`src/rtl/i2c_master.sv`:
```
// rtl/i2c_master.sv - CSR-controlled I2C bus initiator with byte commands and clock stretching
module i2c_master #(
    parameter logic [4:0] BASE_ADDR = 5'h1c,
    parameter logic [7:0] CLK_DIV   = 8'd12
) (
    input  logic       clk,
    input  logic       rst_n,
    input  logic [4:0] csr_a,
    input  logic [7:0] csr_di,
    input  logic       csr_we,
    output logic [7:0] csr_do,
    input  logic       scl_in,
    input  logic       sda_in,
    output logic       scl_oe,
    output logic       sda_oe,
    output logic       irq
);
    typedef enum logic [2:0] {S_IDLE, S_START, S_DATA, S_ACK, S_STOP, S_FINISH} state_t;

    state_t     state;
    logic [1:0] scl_sync, sda_sync;
    logic       scl_s, sda_s;
    logic [7:0] cnt;
    logic [1:0] phase;
    logic [2:0] bit_cnt;
    logic       busy, nacked, done, irq_en, nack_cfg;
    logic       do_stop, do_wr, do_rd;
    logic [7:0] tx_byte, rx_byte, shreg;
    logic       cmd_hit, data_hit, phase_end, in_bit;

    assign scl_s    = scl_sync[1];
    assign sda_s    = sda_sync[1];
    assign cmd_hit  = csr_we && (csr_a == BASE_ADDR) && !busy;
    assign data_hit = csr_we && (csr_a == BASE_ADDR + 5'd1) && !busy;
    assign in_bit   = (state == S_START) || (state == S_DATA) || (state == S_ACK) || (state == S_STOP);
    // Phase P1 only finishes once the released SCL is actually seen high.
    assign phase_end = (cnt == CLK_DIV - 8'd1) && (phase != 2'd1 || scl_s);

    always_comb begin
        csr_do = 8'h00;
        if (csr_a == BASE_ADDR)
            csr_do = {busy, nacked, done, irq_en, 4'b0000};
        else if (csr_a == BASE_ADDR + 5'd1)
            csr_do = rx_byte;
    end

    always_ff @(posedge clk or negedge rst_n) begin
        if (!rst_n) begin
            scl_sync <= 2'b00;
            sda_sync <= 2'b00;
        end else begin
            scl_sync <= {scl_sync[0], scl_in};
            sda_sync <= {sda_sync[0], sda_in};
        end
    end

    always_ff @(posedge clk or negedge rst_n) begin
        if (!rst_n) begin
            state    <= S_IDLE;
            cnt      <= 8'd0;
            phase    <= 2'd0;
            bit_cnt  <= 3'd0;
            busy     <= 1'b0;
            nacked   <= 1'b0;
            done     <= 1'b0;
            irq_en   <= 1'b0;
            nack_cfg <= 1'b0;
            do_stop  <= 1'b0;
            do_wr    <= 1'b0;
            do_rd    <= 1'b0;
            tx_byte  <= 8'd0;
            rx_byte  <= 8'd0;
            shreg    <= 8'd0;
            scl_oe   <= 1'b0;
            sda_oe   <= 1'b0;
            irq      <= 1'b0;
        end else begin
            irq <= done & irq_en;
            if (data_hit)
                tx_byte <= csr_di;
            if (cmd_hit) begin
                irq_en   <= csr_di[4];
                nack_cfg <= csr_di[6];
                if (csr_di[5])
                    done <= 1'b0;
                if (csr_di[3:0] != 4'd0) begin
                    busy    <= 1'b1;
                    done    <= 1'b0;
                    nacked  <= 1'b0;
                    do_stop <= csr_di[1];
                    do_wr   <= csr_di[2];
                    do_rd   <= csr_di[3] & ~csr_di[2];
                    shreg   <= tx_byte;
                    cnt     <= 8'd0;
                    phase   <= 2'd0;
                    bit_cnt <= 3'd0;
                    if (csr_di[0])
                        state <= S_START;
                    else if (csr_di[3:2] != 2'b00)
                        state <= S_DATA;
                    else
                        state <= S_STOP;
                end
            end
            if (in_bit) begin
                if (phase_end) begin
                    cnt   <= 8'd0;
                    phase <= phase + 2'd1;
                end else if (phase != 2'd1 || scl_s) begin
                    cnt <= cnt + 8'd1;
                end
            end
            case (state)
                S_START: begin
                    case (phase)
                        2'd0: sda_oe <= 1'b0;
                        2'd1: scl_oe <= 1'b0;
                        2'd2: sda_oe <= 1'b1;
                        default: scl_oe <= 1'b1;
                    endcase
                    if (phase_end && phase == 2'd3)
                        state <= (do_wr | do_rd) ? S_DATA : (do_stop ? S_STOP : S_FINISH);
                end
                S_DATA: begin
                    case (phase)
                        2'd0: begin
                            scl_oe <= 1'b1;
                            sda_oe <= do_wr & ~shreg[7];
                        end
                        2'd1: scl_oe <= 1'b0;
                        2'd3: scl_oe <= 1'b1;
                        default: ;
                    endcase
                    // Writes shift out and reads shift in through the same register.
                    if (phase_end && phase == 2'd2)
                        shreg <= {shreg[6:0], sda_s};
                    if (phase_end && phase == 2'd3) begin
                        bit_cnt <= bit_cnt + 3'd1;
                        if (bit_cnt == 3'd7) begin
                            state <= S_ACK;
                            if (do_rd)
                                rx_byte <= shreg;
                        end
                    end
                end
                S_ACK: begin
                    case (phase)
                        2'd0: begin
                            scl_oe <= 1'b1;
                            sda_oe <= do_rd & ~nack_cfg;
                        end
                        2'd1: scl_oe <= 1'b0;
                        2'd3: scl_oe <= 1'b1;
                        default: ;
                    endcase
                    if (phase_end && phase == 2'd2 && do_wr && sda_s)
                        nacked <= 1'b1;
                    if (phase_end && phase == 2'd3)
                        state <= do_stop ? S_STOP : S_FINISH;
                end
                S_STOP: begin
                    case (phase)
                        2'd0: begin
                            scl_oe <= 1'b1;
                            sda_oe <= 1'b1;
                        end
                        2'd1: scl_oe <= 1'b0;
                        2'd2: sda_oe <= 1'b0;
                        default: ;
                    endcase
                    if (phase_end && phase == 2'd3)
                        state <= S_FINISH;
                end
                S_FINISH: begin
                    sda_oe <= 1'b0;
                    done   <= 1'b1;
                    busy   <= 1'b0;
                    state  <= S_IDLE;
                end
                default: ;
            endcase
        end
    end
endmodule

```
`config.mk`:
```
export PLATFORM = sky130hd
export DESIGN_NAME = i2c_master
export DESIGN_NICKNAME = d
export VERILOG_FILES = /design/src/rtl/i2c_master.sv
export SDC_FILE = /design/constraint.sdc
export NUM_CORES = 1
export LEC_CHECK = 0
export ABC_AREA = 1
export CORE_MARGIN = 8
export CORE_UTILIZATION = 44
export CTS_CLUSTER_DIAMETER = 100
export DETAILED_ROUTE_END_ITERATION = 7
export PLACE_DENSITY = 0.75
export SLEW_MARGIN = 0
export SYNTH_ARGS = -nofsm -noshare
export SYNTH_HDL_FRONTEND = slang
export SYNTH_SLANG_ARGS = --single-unit
```
`constraint.sdc`:
```
create_clock -name clk -period 4 [get_ports clk]
set_input_delay 0.8 -clock clk [delete_from_list [all_inputs] [get_ports clk]]
set_output_delay 0.8 -clock clk [all_outputs]
set_load 0.02 [all_outputs]
```
Yosys cells after proc, flatten, opt, wreduce, memory -nomap -nowiden
Index checks and enable logic that the tools add are counted.
{"block": "op_classes", "add_sub_neg": 3, "multipliers": 0, "div": 0, "order_cmp": 0, "eq_ne": 20, "shift": 0, "n_mux": 51, "bitwise": 8, "n_reduce_logical": 31}
{"operator": "$mux W8", "n": 11}
{"operator": "$mux W3", "n": 14}
{"operator": "$pmux W3 S5", "n": 1}
{"operator": "$mux W1", "n": 14}
{"operator": "$ne A3 B1 Y1 const B", "n": 4}
{"operator": "$eq A5 B5 Y1 const B", "n": 2}
{"operator": "$pmux W1 S2", "n": 5}
{"operator": "$eq A3 B3 Y1 const B", "n": 3}
{"operator": "$logic_and A1 B1 Y1", "n": 9}
{"operator": "$add A8 B1 Y8 const B", "n": 1}
{"operator": "$eq A8 B4 Y1 const B", "n": 1}
{"operator": "$mux W2", "n": 4}
{"operator": "$reduce_and A4 Y1", "n": 2}
{"operator": "$eq A3 B2 Y1 const B", "n": 2}
{"operator": "$ne A2 B1 Y1 const B", "n": 3}
{"operator": "$reduce_and A2 Y1", "n": 3}
{"operator": "$reduce_bool A2 Y1", "n": 3}
{"operator": "$reduce_bool A3 Y1", "n": 2}
{"operator": "$reduce_or A2 Y1", "n": 3}
{"operator": "$pmux W1 S5", "n": 1}
{"operator": "$reduce_and A5 Y1", "n": 1}
{"operator": "$reduce_bool A5 Y1", "n": 1}
{"operator": "$and A1 B1 Y1", "n": 4}
{"operator": "$eq A2 B2 Y1 const B", "n": 2}
{"operator": "12 further kinds", "n": 17}
{"block": "totals", "register_bits": 55, "latchBits": 0, "ramBits": 0, "romBits": 0, "output_inout_bits": 11, "memories": 0}

Longest topological paths before layout
{"block": "logic_depth", "ltp_word": 8, "mapped_depth": 10}

Least setup slack after synthesis
Ideal clock, no wire load.
{"block": "synth_path", "kind": "input to output", "startpoint": "input csr_a[3]", "endpoint": "output csr_do[5]", "t_arrival_ps": 1553, "path_slack_ps": 1647, "stages": 4, "n_path_buf": 0, "path_cell_list": "nand2_1 nor2_4 nand2_1 o21ai_0"}
{"block": "synth_via", "elab_chain_cells": 3, "elab_cells_between_ends": 4, "classes_between": "2 x eq/ne; 2 x mux"}
{"item": "start, declared", "line": "8", "rtl": "input logic [4:0] csr_a,"}
{"item": "$eq A5 B5 Y1", "line": "43", "rtl": "else if (csr_a == BASE_ADDR + 5'd1)"}
{"item": "$mux W8", "line": "43"}
{"item": "$mux W8 (*)", "line": "41", "rtl": "if (csr_a == BASE_ADDR)"}
{"item": "end, declared", "line": "11", "rtl": "output logic [7:0] csr_do,"}
Every way passes the cells marked *; elsewhere a longest branch is shown, timed or not.

Worst setup path in the final report
{"block": "layout_path", "startpoint": "input csr_a[4]", "endpoint": "output csr_do[6]"}
Same word-level chain as after synthesis.

==> results.md <==
- Worst skew pair latency: 300 ps
- Vias in the first global route: 2,391
- Met2 WL post-DR: approximately 2600 um
- Detailed Place HPWL: between 4000 and 5000 um
- Post-synth cell types: 34
- Clock-pin slew on the worst setup and hold paths: 90 ps
- Cell count of the worst hold path: 0
- CP max FO: 5
- Initial DRC Count: roughly 110
- Routed length per instance: 13.0 um
- Slowest CP cell: clkdlybuf4s50_1
- Post-place instance area: 3230 um^2
- Cells along the critical path: clkdlybuf4s50_1, inv_1, nor2_4, nand4_2, inv_1, a32o_1, clkdlybuf4s50_1
- Diodes inserted: 0
- Vias: 2,383
- CTS resizes: 0
- Non-Filler Instances: 452
- DRT Wirelength: about 5900 um
- Peak supply drop: ~0.00018 V
- Multi-input logic area: 1300 um^2
- Worst setup EP type: primary output
- Worst r2r path cells: 8
- Largest net degree at the start of global routing: 33
- DRC: 0
- # port buffers: 28
- Synth Register Bits: 55
- Total GRT Usage: 13.1%
- FF+latch area: 1380 um^2
- Type of the most critical hold path: register to register
- Yosys warns: 0
- CP startpoint kind: primary input
- Fin. max-slew vios: 0
- H-tree depth: 2
- CP Data Arrival Time: 2640 ps
- Setup TNS: 0 ps
- Drt pass-1 iters: 5
- Slew of the pin with the lowest slew margin: 526 ps
- Ys flop type: dfrtp_1
- Seq/Total Area, Yosys: 47.4%
- CP top delay family: buffers and inverters
- RSZ-0062 raised after global routing: no
- WP depth: 7
- Highest Signal Layer: met4
- Synth top area cells: dfrtp_1 (47%), nand2_1 (11%), inv_1 (5.6%)
- Die Y: 97.3 um
- Syn_area_per_cell: between 8 and 9 um^2
- Critical Path RT: approximately 3200 ps
- Post-synth EDFFs: 0
- Most frequent cell after synthesis: nand2_1
- Final setup vio count: 0
- First-pass GRT wire length: 10,800 um
- Net Count, Synth: 370
- Grt ovf: 0
- CTS sink cnt: 55
- Rows: 29
- Fin crit period: roughly 3400 ps
- Async SR Flop Fraction: 100%
- Area grow syn2layout: 14.7%
- Cells after DPL: 444
- Top-area cell type share of the netlist area: 47.4%
- Hold Fails Final Rpt: 0
- Setup Crit Path Kind: primary input to primary output
- Slew headroom: 64.9%
- FILL cells: 594
- Setup Skew: 4.76 ps
- Ports: 29
- Nets@finish: 400
- Initial Utilization: 45.5%
- Synth top cells by count: nand2_1 (89), dfrtp_1 (55), inv_1 (43)
- Metal3 WL: 328 um
- Core Region: 6390 um^2
- Via density per instance: roughly 5.3
- Fmax: 0.290 GHz
- Tcrit/Tclk final: 86.1%
- Postcts setup bufs: 0
- Initial antenna violation count: 0
- Biggest area consumer among synthesized cells: dfrtp_1
- Tot Pwr: 0.926 mW
- Final instance area: 3330 um^2
- Post-Place Worst Slack: between 500 and 600 ps
- CTS Buf Count: 5
- Final GP Congestion: 0.840
- Syn Inst Count: 344
- ANT nets after route: 0
- Status: completed
- DIE WIDTH: 97.3 um
- Clock Tree Buf Depth: 2
- CTS tree: yes
- Wire length on met1: 2800 um
- Synth Cell Area: ~2900 um^2
- CTS root buf: clkbuf_8
- Cts-stage hold buffer count: 0
- Slowest cell delay on critical path: 620 ps
- Cell Pwr Density: 278 nW/um^2
- Buf+Inv Stages, Crit Path: 4
- Max-Cap Viols: 0
- Area of the die: 9460 um^2
- Layout cell share with drive strength beyond 1: approximately 11%
- Leakage dissipation: ~1.7 nW
- Post-layout worst setup margin: 556 ps
-- report_power, final --
part           leakage [nW]  total [mW]  switching (mW)  internal [mW]
sequential            0.660       0.558        0.000709          0.557
combinational         0.953      0.0403          0.0222         0.0181
clock                0.0515       0.328           0.170          0.158
-- kinds of logic (layout without fill, tap and decap cells) --
logic type | Yosys count | after routing | synth area share [%]
buf+inv | 53 | 84 | 7.84
flops | 55 | 55 | 47.4
compound gates | 70 | 70 | 15.8
fa+ha+maj | 8 | 8 | 3.45
mux | 2 | 2 | 0.775
simple gates | 155 | 155 | 24.4
xor+xnor | 1 | 1 | 0.302
-- cells in the final DEF (no fill, tap or decap) --
master,Yosys,final
a21oi_1,9,9
a22oi_1,2,2
a31oi_1,1,1
a32o_1,2,2
buf_2,2,1
buf_4,1,1
clkbuf_1,0,1
clkbuf_8,0,7
clkdlybuf4s50_1,0,27
dfrtp_1,55,55
ha_1,8,8
inv_1,43,43
inv_2,4,4
mux2_2,2,2
nand2_1,89,89
nand2_2,2,2
nand3_1,18,18
nand3_2,3,3
nand3_4,1,1
nand3b_1,1,1
nand4_1,4,4
nand4_2,1,1
nor2_1,25,25
nor2_2,2,2
nor2_4,3,3
nor3_1,3,3
nor3_2,1,1
nor3b_1,2,2
o211ai_1,2,2
o211ai_2,7,7
o21a_1,2,2
o21ai_0,27,27
o21ai_1,9,9
o21ai_2,8,8
o22ai_1,1,1
xor2_1,1,1
-- path summary, 6_finish.rpt --
| kind | startpoint | to | slack, ps |
|---|---|---|---|
| min in group asynchronous | rst_n | rx_byte[3]$_DFFE_PN0P_ | 460 |
| worst max register to register | cnt[0]$_DFF_PN0_ | rx_byte[1]$_DFFE_PN0P_ | 2110 |
| worst min register to register | sda_sync[0]$_DFF_PN0_ | sda_sync[1]$_DFF_PN0_ | 350 |
| worst min-delay path | sda_sync[0]$_DFF_PN0_ | sda_sync[1]$_DFF_PN0_ | 350 |
| max in group asynchronous | rst_n | tx_byte[3]$_DFFE_PN0P_ | 2740 |
| worst max-delay path | csr_a[4] | csr_do[6] | 560 |
-- area by class of cell --
cell class / instances / share of cell area (%)
Sequential cell: 55 / 41.3
Timing Repair Buffer: 29 / 8.48
Clock buffer: 8 / 3.00
Inverter: 47 / 5.29
Tap cell: 77 / 2.89
Multi-Input combinational cell: 236 / 39.0
-- registers in the layout, indices dropped and copies added (netlist names), 2 cells and up --
signal    cells
cnt           8
rx_byte       8
shreg         8
tx_byte       8
bit_cnt       3
state         3
phase         2
scl_sync      2
sda_sync      2
-- routing by layer --
metal,vias up,global-route usage [%]
met5,-,0
li1,1187,-
met1,1132,16.5
met2,55,21.2
met3,9,3.41
met4,0,4.31
-- stage by stage --
step / utilization [%] / hold WS, ps
after global placement: 50.6 / 332
after global routing: 52.2 / 372
after CTS: 52.2 / 358
after detailed placement: 50.6 / 337
after floorplan: - / 331
final: 52.2 / 354
No activity file was read; power rests on OpenSTA's default activity.
==> variant: new RTL, same settings <==
Register the inputs `csr_a`, `csr_di`, `csr_we`, `scl_in` and `sda_in` before use, without a reset. The logic sees them one clock later.
--- a/src/rtl/i2c_master.sv
+++ b/src/rtl/i2c_master.sv
@@ -18,4 +18,18 @@
     typedef enum logic [2:0] {S_IDLE, S_START, S_DATA, S_ACK, S_STOP, S_FINISH} state_t;
 
+    logic [4:0] csr_a_q;
+    logic [7:0] csr_di_q;
+    logic csr_we_q;
+    logic scl_q;
+    logic sda_q;
+
+    always_ff @(posedge clk) begin
+        csr_a_q  <= csr_a;
+        csr_di_q <= csr_di;
+        csr_we_q <= csr_we;
+        scl_q    <= scl_in;
+        sda_q    <= sda_in;
+    end
+
     state_t     state;
     logic [1:0] scl_sync, sda_sync;
@@ -31,6 +45,6 @@
     assign scl_s    = scl_sync[1];
     assign sda_s    = sda_sync[1];
-    assign cmd_hit  = csr_we && (csr_a == BASE_ADDR) && !busy;
-    assign data_hit = csr_we && (csr_a == BASE_ADDR + 5'd1) && !busy;
+    assign cmd_hit  = csr_we_q && (csr_a_q == BASE_ADDR) && !busy;
+    assign data_hit = csr_we_q && (csr_a_q == BASE_ADDR + 5'd1) && !busy;
     assign in_bit   = (state == S_START) || (state == S_DATA) || (state == S_ACK) || (state == S_STOP);
     // Phase P1 only finishes once the released SCL is actually seen high.
@@ -39,7 +53,7 @@
     always_comb begin
         csr_do = 8'h00;
-        if (csr_a == BASE_ADDR)
+        if (csr_a_q == BASE_ADDR)
             csr_do = {busy, nacked, done, irq_en, 4'b0000};
-        else if (csr_a == BASE_ADDR + 5'd1)
+        else if (csr_a_q == BASE_ADDR + 5'd1)
             csr_do = rx_byte;
     end
@@ -50,6 +64,6 @@
             sda_sync <= 2'b00;
         end else begin
-            scl_sync <= {scl_sync[0], scl_in};
-            sda_sync <= {sda_sync[0], sda_in};
+            scl_sync <= {scl_sync[0], scl_q};
+            sda_sync <= {sda_sync[0], sda_q};
         end
     end
@@ -78,24 +92,24 @@
             irq <= done & irq_en;
             if (data_hit)
-                tx_byte <= csr_di;
+                tx_byte <= csr_di_q;
             if (cmd_hit) begin
-                irq_en   <= csr_di[4];
-                nack_cfg <= csr_di[6];
-                if (csr_di[5])
+                irq_en   <= csr_di_q[4];
+                nack_cfg <= csr_di_q[6];
+                if (csr_di_q[5])
                     done <= 1'b0;
-                if (csr_di[3:0] != 4'd0) begin
+                if (csr_di_q[3:0] != 4'd0) begin
                     busy    <= 1'b1;
                     done    <= 1'b0;
                     nacked  <= 1'b0;
-                    do_stop <= csr_di[1];
-                    do_wr   <= csr_di[2];
-                    do_rd   <= csr_di[3] & ~csr_di[2];
+                    do_stop <= csr_di_q[1];
+                    do_wr   <= csr_di_q[2];
+                    do_rd   <= csr_di_q[3] & ~csr_di_q[2];
                     shreg   <= tx_byte;
                     cnt     <= 8'd0;
                     phase   <= 2'd0;
                     bit_cnt <= 3'd0;
-                    if (csr_di[0])
+                    if (csr_di_q[0])
                         state <= S_START;
-                    else if (csr_di[3:2] != 2'b00)
+                    else if (csr_di_q[3:2] != 2'b00)
                         state <= S_DATA;
                     else
Check against the original RTL: not equivalent (a bounded check fails within 4 cycles, from zero or initial values and one cycle with rst_n low).
==> variant against the original RTL <==
  * Synthesized cell count rose by 7.6%
  * Setup slack improved by 520 ps
  * Routed wire length rose by 6.1%
  * Final area rose by 13%
  * Area after synthesis rose by 9.8%
  * Maximum frequency rose by 18%
  * Core utilization rose by 0.47 points
  * Count of clock-buffer cells in the layout rose by 4
  * Sequential cell count rose by 16
  * Die area rose by 8.2%
  * Critical path type is now flip-flop to output port
  * Highest routed layer unchanged
Power is not compared: it rests on default switching activity, and its combinational part moved more than twofold at a synthesized area within 25%.
==> variant: results (changes against the original RTL) <==
metric;value;unit;change
Nets;431;;+7.8%
VDD IR max;0.210;mV;
Crit Path Max Fanout;6;;+1
LEAKAGE;1.81;nW;
predominant post-synthesis flop cell;dfrtp_1;;
distinct cell type count of the synthesized netlist;30;;-12%
1st-pass router iterations;4;;-1
Synthesized Nets;396;;+7.0%
ranking of synthesized cells by area;dfrtp_1 43%, nand2_1 10%, dfxtp_1 10%, inv_1 5.3%, o21ai_0 5.0%;;
HP Class;flip-flop to flip-flop;;
Syn Area/Cell;8.62;µm²;+2.1%
layout cells sized above 1;12.2;%;+0.73 points
initial DRC count;153;;+35%
outcome;complete, no violations;;
Inserted Clock Buffers;9;;+4
clock slew at reported path FFs;70;ps;-20 ps
Post-synth ARST share;77.5;%;-23 points
H-tree depth;3;;+1
vias per inst;4.88;;-7.4%
Total GRT Usage;13.2;%;+0.072 points
Slew Limit Headroom;49.2;%;-16 points
Post-CTS Setup Bufs;0;;unchanged
global-route wire length before repair;10600;µm;-1.1%
final WL;6230;µm;+6.1%
clk_lat worst skew;350;ps;+50 ps
vias in the first global route;2423;;+1.3%
sequential area share after synthesis;53.2;%;+5.8 points
Worst Skew;11.5;ps;+6.69 ps
post_cts resized;0;;unchanged
top cells by count, synth;86 x nand2_1, 55 x dfrtp_1, 45 x inv_1, 34 x nor2_1, 32 x o21ai_0;;
dpl hpwl;4550;µm;+1.7%
gpl congestion;0.866;;+3.0%
Post-Place Cells;493;;+11%
Non-Filler Instances;509;;+13%
antenna violations before repair;0;;unchanged
largest net degree at the start of global routing;35;;+6.1%
Fillers;667;;+12%
variant: routing by layer:
layer  GRT usage, %  share of wire, %
met3           2.68               4.2
met5              0                 0
met4           9.05               3.0
met2           20.1                45
met1           16.4                48
variant: per-stage QoR:
stage               power (mW)  utilization [%]  hold slack [ps]  instance area, µm²  worst slack [ps]
global placement          1.45             49.8              318                3560              1450
finish                    2.01             52.7              329                3760              1070
CTS                       2.03             52.7              330                3760              1020
global route              2.16             52.7              334                3760               920
floorplan                 1.32                -              316                3190              2130
detailed placement        1.47             49.8              320                3560              1410
variant: area by class of cell:
| class | instances | area, µm² | area share, % |
|---|---|---|---|
| Multi-Input combinational cell | 242 | 1260 | 33.4 |
| Clock buffer | 12 | 166 | 4.43 |
| Clock inverter | 4 | 35.0 | 0.932 |
| Sequential cell | 71 | 1700 | 45.1 |
| Timing Repair Buffer | 29 | 283 | 7.52 |
| Tap cell | 99 | 124 | 3.30 |
| Inverter | 52 | 198 | 5.26 |
variant: worst paths after layout:
path / from / to / slack (ps) / depth (start not counted)
min in group asynchronous: rst_n / rx_byte[4] / 520 / 1
max in group asynchronous: rst_n / done / 2700 / 2
hold reg to reg: sda_q / sda_sync[0] / 330 / 0
setup reg to reg: busy / do_wr / 2070 / 6
setup / recovery: csr_a_q[1] / csr_do[0] / 1070 / 6
hold / removal: sda_q / sda_sync[0] / 330 / 0
variant: logic make-up (layout without fill, tap and decap cells):
logic type	after synthesis	after routing	share of synthesized area, %
AND/OR/NAND/NOR	161	161	22.5
AO/OA/AOI/OAI	71	71	13.0
flip-flops	71	71	53.2
buffers and inverters	57	97	7.45
adder cells (fa/ha/maj)	8	8	3.14
multiplexers	2	2	0.706
variant: worst max-delay path: stages (launching register included):
cell,delay (ps)
dfxtp_1,300
inv_1,40
nand2_1,90
nor3_2,450
inv_1,170
nor2_1,120
clkdlybuf4s50_1,610
variant: report_power, final:
group	switching [mW]	internal [mW]	total [mW]	leakage, nW
clock network	0.271	0.285	0.556	0.102
logic	0.313	0.193	0.506	0.856
registers	0.104	0.846	0.950	0.851
total	0.688	1.32	2.01	1.81
